$ cat src/rtl/balance_seq_if.sv
// Signal bundle between balance_seq, the inertial front end, the balance datapath
// and the motor-command consumer.
interface balance_seq_if;
    logic               vld;
    logic               pwr_up_req;
    logic               too_fast;
    logic signed [11:0] lft_spd_in;
    logic signed [11:0] rght_spd_in;
    logic               dp_vld;
    logic               dp_pwr_up;
    logic signed [11:0] lft_spd;
    logic signed [11:0] rght_spd;
    logic               spd_vld;
    logic               fault;
    logic               busy;

    modport master (
        output vld, pwr_up_req, too_fast, lft_spd_in, rght_spd_in,
        input  dp_vld, dp_pwr_up, lft_spd, rght_spd, spd_vld, fault, busy
    );

    modport slave (
        input  vld, pwr_up_req, too_fast, lft_spd_in, rght_spd_in,
        output dp_vld, dp_pwr_up, lft_spd, rght_spd, spd_vld, fault, busy
    );
endinterface

$ cat src/rtl/balance_seq.sv
// Balance sequencer: gates samples into the fixed-latency datapath by power state,
// tracks them in flight, captures wheel speeds and latches the over-speed fault.
module balance_seq #(
    parameter int LAT       = 3,
    parameter int FAULT_CNT = 4
) (
    input  logic         clk,
    input  logic         rst_n,
    balance_seq_if.slave bus
);

    typedef enum logic [1:0] {OFF, RUN, DRAIN, FAULT} state_t;

    localparam logic [3:0] TRIP_AT = 4'(FAULT_CNT - 1);

    state_t             state, next_state;
    logic [LAT-1:0]     trk;
    logic [3:0]         cnt;
    logic signed [11:0] lft_q, rght_q;
    logic               spd_vld_q;
    logic               cap, trip, clr_spd;

    assign bus.dp_vld    = (state == RUN) && bus.vld;
    assign bus.dp_pwr_up = (state != OFF);
    assign bus.fault     = (state == FAULT);
    assign bus.busy      = |trk;
    assign bus.lft_spd   = lft_q;
    assign bus.rght_spd  = rght_q;
    assign bus.spd_vld   = spd_vld_q;

    // NOTE: every output of this block gets a default first so no path leaves a
    // variable unassigned, which would otherwise infer a latch.
    always_comb begin
        next_state = state;
        clr_spd    = 1'b0;
        cap        = trk[LAT-1] && (state == RUN || state == DRAIN);
        trip       = cap && bus.too_fast && (cnt >= TRIP_AT);
        case (state)
            OFF: begin
                if (bus.pwr_up_req) next_state = RUN;
            end
            RUN: begin
                if (trip) begin
                    next_state = FAULT;
                    clr_spd    = 1'b1;
                end else if (!bus.pwr_up_req) begin
                    next_state = DRAIN;
                end
            end
            DRAIN: begin
                if (trip) begin
                    next_state = FAULT;
                    clr_spd    = 1'b1;
                end else if (bus.pwr_up_req) begin
                    next_state = RUN;
                end else if (trk == '0) begin
                    next_state = OFF;
                    clr_spd    = 1'b1;
                end
            end
            FAULT: begin
                if (!bus.pwr_up_req) next_state = OFF;
            end
            default: next_state = OFF;
        endcase
    end

    // NOTE: sequential state uses non-blocking assignments only, so every register
    // samples the values from before the edge regardless of statement order.
    always_ff @(posedge clk or negedge rst_n) begin
        if (!rst_n) state <= OFF;
        else        state <= next_state;
    end

    always_ff @(posedge clk or negedge rst_n) begin
        if (!rst_n) begin
            trk       <= '0;
            cnt       <= '0;
            lft_q     <= '0;
            rght_q    <= '0;
            spd_vld_q <= 1'b0;
        end else begin
            // A fault discards every tag still travelling through the datapath.
            if (trip || state == FAULT) trk <= '0;
            else                        trk <= (trk << 1) | LAT'(bus.dp_vld);

            if (state == OFF) begin
                cnt <= '0;
            end else if (cap) begin
                if (bus.too_fast) cnt <= (cnt == 4'hF) ? cnt : cnt + 4'd1;
                else              cnt <= '0;
            end

            // A tripping capture lands here via clr_spd, so its speeds are never taken.
            if (clr_spd) begin
                lft_q  <= '0;
                rght_q <= '0;
            end else if (cap) begin
                lft_q  <= bus.lft_spd_in;
                rght_q <= bus.rght_spd_in;
            end

            spd_vld_q <= cap && !trip;
        end
    end

endmodule
$ cat src/flat_wrapper.sv
// flat-port wrapper written by rule: the top's interface ports become plain ports
module balance_seq_flat 
#(
    parameter int LAT       = 3,
    parameter int FAULT_CNT = 4
)
  (clk, rst_n, bus_vld, bus_pwr_up_req, bus_too_fast, bus_lft_spd_in, bus_rght_spd_in, bus_dp_vld, bus_dp_pwr_up, bus_lft_spd, bus_rght_spd, bus_spd_vld, bus_fault, bus_busy);
  balance_seq_if bus_i ();
  input  logic clk;
  input  logic rst_n;
  input wire logic [$bits(bus_i.vld)-1:0] bus_vld;
  input wire logic [$bits(bus_i.pwr_up_req)-1:0] bus_pwr_up_req;
  input wire logic [$bits(bus_i.too_fast)-1:0] bus_too_fast;
  input wire logic [$bits(bus_i.lft_spd_in)-1:0] bus_lft_spd_in;
  input wire logic [$bits(bus_i.rght_spd_in)-1:0] bus_rght_spd_in;
  output wire logic [$bits(bus_i.dp_vld)-1:0] bus_dp_vld;
  output wire logic [$bits(bus_i.dp_pwr_up)-1:0] bus_dp_pwr_up;
  output wire logic [$bits(bus_i.lft_spd)-1:0] bus_lft_spd;
  output wire logic [$bits(bus_i.rght_spd)-1:0] bus_rght_spd;
  output wire logic [$bits(bus_i.spd_vld)-1:0] bus_spd_vld;
  output wire logic [$bits(bus_i.fault)-1:0] bus_fault;
  output wire logic [$bits(bus_i.busy)-1:0] bus_busy;
  assign bus_i.vld = bus_vld;
  assign bus_i.pwr_up_req = bus_pwr_up_req;
  assign bus_i.too_fast = bus_too_fast;
  assign bus_i.lft_spd_in = bus_lft_spd_in;
  assign bus_i.rght_spd_in = bus_rght_spd_in;
  assign bus_dp_vld = bus_i.dp_vld;
  assign bus_dp_pwr_up = bus_i.dp_pwr_up;
  assign bus_lft_spd = bus_i.lft_spd;
  assign bus_rght_spd = bus_i.rght_spd;
  assign bus_spd_vld = bus_i.spd_vld;
  assign bus_fault = bus_i.fault;
  assign bus_busy = bus_i.busy;
  balance_seq #(.LAT(LAT), .FAULT_CNT(FAULT_CNT)) u_core (.clk(clk), .rst_n(rst_n), .bus(bus_i));
endmodule
$ cat config.mk
export PLATFORM = sky130hd
export DESIGN_NAME = balance_seq_flat
export DESIGN_NICKNAME = d
export VERILOG_FILES = /design/src/rtl/balance_seq_if.sv /design/src/rtl/balance_seq.sv /design/src/flat_wrapper.sv
export SDC_FILE = /design/constraint.sdc
export NUM_CORES = 1
export LEC_CHECK = 0
export CORE_MARGIN = 3
export CORE_UTILIZATION = 47
export DETAILED_ROUTE_END_ITERATION = 7
export PLACE_DENSITY = 0.85
export REMOVE_ABC_BUFFERS = 1
export SETUP_SLACK_MARGIN = 0.02
export SLEW_MARGIN = 5
export SYNTH_ARGS = -nofsm -noshare
export SYNTH_HDL_FRONTEND = slang
export SYNTH_SLANG_ARGS = --single-unit
$ cat constraint.sdc
create_clock -name clk -period 3.2 [get_ports clk]
set_input_delay 0.64 -clock clk [delete_from_list [all_inputs] [get_ports clk]]
set_output_delay 0.64 -clock clk [all_outputs]
set_load 0.02 [all_outputs]
==> impl_metrics.json <==
{
  "yosysMostFrequentCell": "nand2_1",
  "grt_start_max_net_pins": 35,
  "status": "finished clean",
  "routed_wl_um": 3890,
  "htree_levels": 2,
  "ir_drop_mv": 0.425,
  "first_iter_violations": 52,
  "io_buffers": 57,
  "yosysSeqAreaShare": 0.529,
  "root_buffer": "clkbuf_4",
  "worstSetupPathType": "reg -> out",
  "skew_ns": 0.00869,
  "p_leak_nw": 0.952,
  "cp-endpoint": "bus_dp_pwr_up",
  "grt_setup_unrepaired": "no",
  "p_per_area_nw_per_um2": 935,
  "hold_viol": 0,
  "fin_crit_sh": 0.778,
  "wl_per_cell_um": 14.4,
  "startpoint": "u_core.state[0]$_DFFE_PN0P_",
  "final.min_clock_period_ns": 2.49,
  "slew_headroom": 0.438,
  "ys_top_cells_by_count": "54 x nand2_1, 34 x dfrtp_1, 17 x a21oi_1, 10 x a21oi_2, 7 x and2_1",
  "clock_sinks": 34,
  "min_from": "u_core.trk[1]$_DFF_PN0_",
  "num_antenna_cells": 0,
  "core_area_um2": 3150,
  "drv_cap": 0,
  "placedCellCount": 263,
  "rrSetupSlack_ns": 1.09,
  "die_h_um": 64.5,
  "setup_viol": 0,
  "fin_setup_tns_ns": 0,
  "worstSetupStartpointType": "register",
  "first_pass_iters": 4,
  "numCtsBuffers": 5,
  "dp_hpwl_um": 2870,
  "syn_inst": 168,
  "cp-end-kind": "output port",
  "path_clk_slew_ns": 0.09,
  "cp_data_arrival_time_ns": 1.85,
  "antenna_left": 0,
  "start_util": 0.510,
  "syn_avg_cell_area_um2": 9.58,
  "synthArstFlopShare": 1.00,
  "netlist.area_leader.share": 0.529,
  "ys_ff_latch": 34,
  "grt_pass1_wl_um": 6460,
  "clock_path_buffers": 2,
  "areaGrowthSynthToFinish_pct": 39.3,
  "core.rowCount": 20,
  "drcViolationCount": 0,
  "cts_tree": "built",
  "worstMarginPinSlew_ns": 0.841,
  "first_global_vias": 1423,
  "ios": 58,
  "synth-edff-count": 0,
  "layout-drive-gt1-share": 0.102,
  "grt_usage": 0.205,
  "clk-insertion-delay-late_ns": 0.33,
  "worstRegToRegCells": 6,
  "drv_slew": 0,
  "synthTopCellsByArea": "dfrtp_1 53%, nand2_1 13%, a21oi_2 5.4%",
  "via_per_inst": 5.15,
  "antenna_found_initial": 0,
  "synth_flop_cell": "dfrtp_1",
  "synth_area_um2": 1610,
  "grt_remaining_overflow": 0,
  "holdBufCountCts": 0,
  "postCtsResizedCells": 0,
  "rr_endpoint": "u_core.cnt[3]$_DFFE_PN0P_",
  "ys_warn_count": 0,
  "cp_data_required_time_ns": 2.56,
  "reg2reg_from": "u_core.state[0]$_DFFE_PN0P_",
  "max_freq_mhz": 402,
  "crit_fanout": 8,
  "post_cts_buffers": 0,
  "fin_nets": 260,
  "die_area_um2": 4160,
  "gp_congestion": 0.818,
  "final_cells": 270,
  "hp-class": "reg -> reg",
  "ys_types": 31,
  "die_x_um": 64.5,
  "vias": 1391,
  "yosys.area.top_type": "dfrtp_1"
}
[logic make-up (layout without fill, tap and decap cells)]
group | after synthesis | after routing | share of synthesized area
mux | 2 | 2 | 0.0155
compound gates | 38 | 38 | 0.162
fa+ha+maj | 5 | 5 | 0.0389
simple gates | 77 | 77 | 0.213
flops | 34 | 34 | 0.529
buf+inv | 12 | 70 | 0.0420
[layout by cell type (no fill, tap or decap)]
master,n
a211oi_1,1
a211o_1,1
or3_4,1
a32o_1,1
buf_4,2
or3b_1,1
ha_1,5
a221oi_1,1
nand2_1,54
clkbuf_4,5
nor3_2,1
nor3_1,3
mux2_4,1
a31oi_1,1
a21oi_1,17
o211ai_1,1
clkbuf_1,2
nor2_1,6
dfrtp_1,34
and2_1,7
o21ai_0,2
nor3b_2,1
mux2i_1,1
and3_1,1
o21a_4,1
inv_1,4
nand3_1,2
a21oi_2,10
o21ai_2,1
o21ai_1,1
clkdlybuf4s50_1,57
[where the power goes]
| group | switching [mW] | total, mW | internal, mW |
|---|---|---|---|
| registers | 0.113 | 0.727 | 0.613 |
| clock network | 0.127 | 0.210 | 0.0827 |
| logic | 0.606 | 1.16 | 0.553 |
[routing by layer]
layer  track usage  part of all wire  vias to the layer above
met5             0                 0                        -
met4         0.108             0.022                        0
met3        0.0468             0.040                        8
met2         0.376              0.54                       34
met1         0.216              0.40                      678
li1              -                 -                      671
[per-stage QoR]
stage | hold WS (ns) | total power [mW] | setup slack [ns] | util | area (µm²)
after floorplan | 0.344 | 1.37 | 1.14 | - | 1560
after global placement | 0.467 | 1.85 | 0.745 | 0.697 | 2200
after detailed placement | 0.478 | 1.90 | 0.729 | 0.697 | 2200
after CTS | 0.503 | 2.12 | 0.700 | 0.711 | 2240
after global routing | 0.528 | 2.24 | 0.597 | 0.711 | 2240
final | 0.505 | 2.10 | 0.710 | 0.711 | 2240
[state kept, by name (all words and copies together) (netlist names)]
signal / count
u_core.bus.spd_vld: 1
u_core.cnt: 4
u_core.trk: 3
u_core.state: 2
u_core.bus.rght_spd: 12
u_core.bus.lft_spd: 12
[critical path, stage by stage, from the launching register on]
cell,delay [ns]
dfrtp_1,0.43
inv_1,0.11
ha_1,0.31
inv_1,0.08
clkdlybuf4s50_1,0.60
[worst min-delay path by stage]
stage | to | cells after the start
4_1_cts | u_core.trk[2]$_DFF_PN0_ | 1
2_1_floorplan | u_core.bus.lft_spd[0]$_DFFE_PN0P_ | 0
5_1_grt | u_core.trk[1]$_DFF_PN0_ | 1
3_5_place_dp | u_core.trk[2]$_DFF_PN0_ | 1
6_report | u_core.trk[2]$_DFF_PN0_ | 1
3_3_place_gp | u_core.trk[2]$_DFF_PN0_ | 1
[layout make-up]
type / instances / area (µm²)
sequential: 34 / 851
multi-input combinational: 122 / 691
clock buffer: 7 / 45.0
fill: 258 / 911
timing repair buffer: 59 / 586
tap: 44 / 55.1
inverter: 4 / 15.0
No activity file was read; power rests on OpenSTA's default activity.
